### config.mk
export PLATFORM = sky130hd
export DESIGN_NAME = data_table_delete
export DESIGN_NICKNAME = d
export VERILOG_FILES = /design/src/rtl/data_table_delete.sv
export SDC_FILE = /design/constraint.sdc
export NUM_CORES = 1
export LEC_CHECK = 0
export ABC_AREA = 1
export CAP_MARGIN = 20
export CELL_PAD_IN_SITES_DETAIL_PLACEMENT = 1
export CELL_PAD_IN_SITES_GLOBAL_PLACEMENT = 2
export CORE_UTILIZATION = 25
export DETAILED_ROUTE_END_ITERATION = 10
export GPL_ROUTABILITY_DRIVEN = 0
export GPL_TIMING_DRIVEN = 0
export HOLD_SLACK_MARGIN = 0.05
export PLACE_DENSITY = 0.85
export SYNTH_ARGS = -nofsm -noshare
export SYNTH_HDL_FRONTEND = slang
export SYNTH_SLANG_ARGS = --single-unit
### constraint.sdc
create_clock -name clk_i -period 1.85 [get_ports clk_i]
set_input_delay 0.37 -clock clk_i [delete_from_list [all_inputs] [get_ports clk_i]]
set_output_delay 0.37 -clock clk_i [all_outputs]
set_load 0.1 [all_outputs]
### src/rtl/data_table_delete.sv
// Hash-table DELETE engine: walks a bucket chain in the data RAM, unlinks the
// matching node (head-table rewrite or predecessor patch) and frees its address.
package ht_pkg;
   localparam int KEY_WIDTH        = 8;
   localparam int VALUE_WIDTH      = 16;
   localparam int TABLE_ADDR_WIDTH = 4;
   localparam int BUCKET_WIDTH     = 3;

   typedef enum logic [1:0] {CMD_SEARCH, CMD_INSERT, CMD_DELETE} ht_cmd_t;

   typedef enum logic [2:0] {
      SEARCH_FOUND,
      SEARCH_NOT_SUCCESS_NO_ENTRY,
      INSERT_SUCCESS,
      INSERT_SUCCESS_SAME_KEY,
      INSERT_NOT_SUCCESS_TABLE_IS_FULL,
      DELETE_SUCCESS,
      DELETE_NOT_SUCCESS_NO_ENTRY
   } ht_res_t;

   typedef struct packed {
      logic [KEY_WIDTH-1:0]        key;
      logic [VALUE_WIDTH-1:0]      value;
      logic [TABLE_ADDR_WIDTH-1:0] next_ptr;
      logic                        next_ptr_val;
   } ram_data_t;

   typedef struct packed {
      logic [KEY_WIDTH-1:0]        key;
      logic [VALUE_WIDTH-1:0]      value;
      logic [BUCKET_WIDTH-1:0]     bucket;
      logic [TABLE_ADDR_WIDTH-1:0] head_ptr;
      logic                        head_ptr_val;
      ht_cmd_t                     cmd;
   } ht_data_task_t;

   typedef struct packed {
      logic [KEY_WIDTH-1:0]   key;
      logic [VALUE_WIDTH-1:0] value;
      ht_cmd_t                cmd;
      ht_res_t                res;
   } ht_result_t;
endpackage

module data_table_delete
   import ht_pkg::*;
#(
   parameter int RAM_LATENCY = 2,
   parameter int A_WIDTH     = TABLE_ADDR_WIDTH
)(
   input  logic                    clk_i,
   input  logic                    rst_n_i,
   input  ht_data_task_t           task_i,
   input  logic                    task_valid_i,
   output logic                    task_ready_o,
   input  ram_data_t               rd_data_i,
   output logic [A_WIDTH-1:0]      rd_addr_o,
   output logic                    rd_en_o,
   output logic [A_WIDTH-1:0]      wr_addr_o,
   output ram_data_t               wr_data_o,
   output logic                    wr_en_o,
   output logic [A_WIDTH-1:0]      add_empty_ptr_o,
   output logic                    add_empty_ptr_en_o,
   output logic [BUCKET_WIDTH-1:0] head_wr_addr_o,
   output logic [A_WIDTH-1:0]      head_wr_data_ptr_o,
   output logic                    head_wr_data_ptr_val_o,
   output logic                    head_wr_en_o,
   output ht_result_t              result_o,
   output logic                    result_valid_o,
   input  logic                    result_ready_i
);

   typedef enum logic [2:0] {
      IDLE_S, READ_HEAD_S, GO_ON_CHAIN_S, IN_HEAD_S, IN_MIDDLE_S, DONE_S, NOT_FOUND_S
   } state_t;

   state_t               state, state_next;
   ht_data_task_t        task_locked;
   ram_data_t            cur_data, prev_data;
   logic [A_WIDTH-1:0]   cur_addr, prev_addr;
   logic                 rd_issued;
   logic [RAM_LATENCY-1:0] rd_pipe;
   logic                 rd_data_val, key_match, tail, task_accept, in_read;

   assign task_ready_o = (state == IDLE_S);
   assign task_accept  = task_valid_i && task_ready_o;
   assign in_read      = (state == READ_HEAD_S) || (state == GO_ON_CHAIN_S);
   // One read per visited node: rd_issued blocks re-issue until the data returns.
   assign rd_en_o      = in_read && !rd_issued;
   assign rd_addr_o    = cur_addr;
   assign rd_data_val  = rd_pipe[RAM_LATENCY-1];
   assign key_match    = (rd_data_i.key == task_locked.key);
   assign tail         = !rd_data_i.next_ptr_val;

   generate
      if (RAM_LATENCY == 1) begin : g_pipe_single
         always_ff @(posedge clk_i or negedge rst_n_i) begin
            if (!rst_n_i) rd_pipe <= '0;
            else          rd_pipe <= rd_en_o;
         end
      end else begin : g_pipe_multi
         always_ff @(posedge clk_i or negedge rst_n_i) begin
            if (!rst_n_i) rd_pipe <= '0;
            else          rd_pipe <= {rd_pipe[RAM_LATENCY-2:0], rd_en_o};
         end
      end
   endgenerate

   always_ff @(posedge clk_i or negedge rst_n_i) begin
      if (!rst_n_i) state <= IDLE_S;
      else          state <= state_next;
   end

   always_ff @(posedge clk_i or negedge rst_n_i) begin
      if (!rst_n_i) begin
         task_locked <= '0;
         cur_addr    <= '0;
         cur_data    <= '0;
         prev_addr   <= '0;
         prev_data   <= '0;
         rd_issued   <= 1'b0;
      end else begin
         if (task_accept) begin
            task_locked <= task_i;
            if (task_i.head_ptr_val) cur_addr <= task_i.head_ptr;
         end
         if (rd_en_o)          rd_issued <= 1'b1;
         else if (rd_data_val) rd_issued <= 1'b0;
         if (in_read && rd_data_val) begin
            cur_data <= rd_data_i;
            if (!key_match && !tail) begin
               prev_addr <= cur_addr;
               prev_data <= rd_data_i;
               cur_addr  <= rd_data_i.next_ptr;
            end
         end
      end
   end

   always_comb begin
      state_next                = state;
      wr_en_o                   = 1'b0;
      wr_addr_o                 = prev_addr;
      wr_data_o                 = prev_data;
      wr_data_o.next_ptr        = cur_data.next_ptr;
      wr_data_o.next_ptr_val    = cur_data.next_ptr_val;
      add_empty_ptr_en_o        = 1'b0;
      add_empty_ptr_o           = cur_addr;
      head_wr_en_o              = 1'b0;
      head_wr_addr_o            = task_locked.bucket;
      head_wr_data_ptr_o        = cur_data.next_ptr;
      head_wr_data_ptr_val_o    = cur_data.next_ptr_val;
      result_valid_o            = 1'b0;
      result_o.key              = task_locked.key;
      result_o.cmd              = task_locked.cmd;
      result_o.value            = task_locked.value;
      result_o.res              = DELETE_NOT_SUCCESS_NO_ENTRY;
      case (state)
         IDLE_S: begin
            if (task_accept) state_next = task_i.head_ptr_val ? READ_HEAD_S : NOT_FOUND_S;
         end
         READ_HEAD_S, GO_ON_CHAIN_S: begin
            if (rd_data_val) begin
               if (key_match)  state_next = (state == READ_HEAD_S) ? IN_HEAD_S : IN_MIDDLE_S;
               else if (tail) state_next = NOT_FOUND_S;
               else           state_next = GO_ON_CHAIN_S;
            end
         end
         IN_HEAD_S: begin
            head_wr_en_o       = 1'b1;
            add_empty_ptr_en_o = 1'b1;
            state_next         = DONE_S;
         end
         IN_MIDDLE_S: begin
            wr_en_o            = 1'b1;
            add_empty_ptr_en_o = 1'b1;
            state_next         = DONE_S;
         end
         DONE_S: begin
            result_valid_o = 1'b1;
            result_o.res   = DELETE_SUCCESS;
            result_o.value = cur_data.value;
            if (result_ready_i) state_next = IDLE_S;
         end
         NOT_FOUND_S: begin
            result_valid_o = 1'b1;
            if (result_ready_i) state_next = IDLE_S;
         end
         default: state_next = IDLE_S;
      endcase
   end

endmodule
==> metrics.txt <==
outcome complete, but fails checks; failing checks negative setup slack; Post-Route WL 13510 µm; vias 3554; Synth warnings 0; clk root buf clkbuf_16; RSZ-0062 raised after global routing yes; Ports 151; Max Cap Violations 0; number of hold violations in the final report 0; syn avg cell area 9.109 µm²; CP Launch Type register; clock net sink count ~90; placed cell area 6037 µm²; HP Start rd_pipe[0]; CP Data Required Time 1480 ps; Mapped Cells about 440; cells along the critical path inv_2, nand2_4, nor2_4, inv_6, clkbuf_16, o21ai_4, buf_12; Seq/Total Area, Yosys 55.07%; Final Slew Violations 0; clk_lat worst skew 340 ps; final setup margin -219.2 ps; critical path peak fanout 7; Buffers on Ports around 150; CP Depth 7; DRC viols 0; fin nets 680; endpoints failing setup 20; Initial Utilization 25.92%; fmax 0.4833 GHz; initial antenna violation count 0; WP buf/inv 4; CP Capture Type primary output; largest stage delay on the critical path 400 ps; CTS H-tree lvls 3; Non-Filler Instances about 830; GRT Resource Usage Total 16.87%; Die Ht 128.5 µm; Netlist cell types 23; Setup crit start state[1]; diode count 0; Die Footprint 16500 µm²; Iteration-0 DRC Markers 121; Pre-antenna DRT Iters 4; Max-Slew Margin vs Limit 60.84%; row cnt 45; Post-Syn Nets 506; Placed Instances 800; CTS tree yes; Core Region approximately 15000 µm²; Post-DRT Antenna Nets 0; Final Util 44.51%; DIE WIDTH 128.5 µm; Min Hold Slack approximately 360 ps; largest net degree at the start of global routing 48; delay-heaviest family, CP buffers and inverters; vias in the first global route 3812; routed length per instance approximately 16 µm; layout cells sized above 1 around 37%; minimum clock period 2069 ps; FF+latch count, synth 88; via/cell ratio approximately 4.3; Clk pin slew, worst setup/hold paths 70 ps; R2R depth 9; WHS Path Cells 0; Worst Tran Pin Value 587.5 ps; design area 6867 µm²; Area growth, synth to finish 71.71%; Clock Path Buffers 2; synthesized cell area 3999 µm²; Tcrit/Tclk final 111.8%; critical path's slowest cell dfrtp_1; dpl hpwl around 9500 µm; critical path data arrival time 1700 ps; CTS Buf Count 9; Worst R2R Start state[0]; Crit Path Category register to primary output; Worst Skew 10.16 ps; grt ovf 0; Hold Crit Class register to register; global-route wire length before repair 20870 µm
## per-layer routing
layer  routed length, µm  up-vias  track usage (%)
met2                7041       99            29.67
met4                 159        0            5.052
met3                 678       11            4.366
met5                   0        -                0
met1                5632     1747            20.16
li1                    -     1697                -
## worst paths after layout
path / to / slack (ps)
worst max-delay path: result_o[11] / -220
worst min-delay path: rd_pipe[1] / 360
worst max register to register: cur_data[12] / 110
worst min register to register: rd_pipe[1] / 360
max in group asynchronous: state[0] / 620
min in group asynchronous: task_locked[22] / 570
## metrics by stage
stage                     setup WS [ps]  setup TNS [ps]
after floorplan                  -598.0          -10100
after global placement            -2950         -292530
after detailed placement          -1115          -33880
after CTS                        -247.2           -3596
after global routing             -299.5           -4756
final                            -219.2           -3173
## what timing repair did
item	CTS	global route
resized for setup	401	31
hold buffers	1	0
gates cloned	2	0
setup buffers	6	4
endpoints found under the hold margin	6	0
endpoints found under the setup margin	83	47
pin swaps	13	3
## synth_stat cells
library cell	number	area, µm²
nor2_1	18	67.56
nor2_4	1	11.26
o22ai_1	1	6.260
inv_1	29	108.9
nand3_1	10	50.05
nand2_2	3	18.77
nand2_1	158	593.1
mux2_2	25	281.5
mux2_1	1	11.26
o21ai_0	38	190.2
a21oi_1	5	25.02
buf_2	7	35.03
conb_1	1	3.750
clkbuf_1	4	15.01
dfrtp_1	88	2202
nand3_2	2	20.02
xnor2_1	5	43.79
buf_6	2	22.52
buf_4	30	225.2
inv_2	5	18.77
nand2_4	1	11.26
o21a_1	4	30.03
o21bai_1	1	7.510
## registers in the layout, summed over array words and instances (netlist names)
signal / cells
head_wr_data_ptr_o: 4
task_locked: 16
wr_addr_o: 4
rd_pipe: 2
head_wr_data_ptr_val_o: 1
result_o: 10
head_wr_addr_o: 3
rd_issued: 1
wr_data_o: 24
state: 3
add_empty_ptr_o: 4
cur_data: 16
## layout by cell type (no fill, tap or decap), types with 13 or more instances in the layout
| cell | n |
|---|---|
| inv_1 | 28 |
| nand2_1 | 143 |
| buf_12 | 22 |
| dfrtp_1 | 87 |
| nor2_1 | 14 |
| clkdlybuf4s15_2 | 57 |
| clkbuf_16 | 13 |
| o21ai_0 | 22 |
| mux2_2 | 25 |
| clkdlybuf4s50_1 | 65 |
| o21ai_4 | 16 |
| buf_4 | 38 |
| nand2_2 | 15 |
## cell type report
class	instances	area [µm²]
multi-input cells	274	1657
repair buffers	163	1952
clock inverters	3	42.54
inverters	34	145.1
plain buffers	43	356.6
fillers	1713	8561
flip-flops and latches	88	2203
well taps	211	264.0
clock buffers	12	246.5
## kinds of logic (layout without fill, tap and decap cells)
family / after synthesis / in the layout / share of synthesized area (%)
AOI/OAI and AO/OA: 49 / 49 / 6.477
other: 1 / 1 / 0.09378
muxes: 26 / 26 / 7.322
and+or+nand+nor: 193 / 193 / 19.31
buffers and inverters: 77 / 255 / 10.64
xor gates and xnor gates: 5 / 5 / 1.095
DFF: 88 / 88 / 55.07
Power is left out: the tool's default activity adds up to more than one toggle a clock period on the data nets, which glitch-free logic cannot reach.
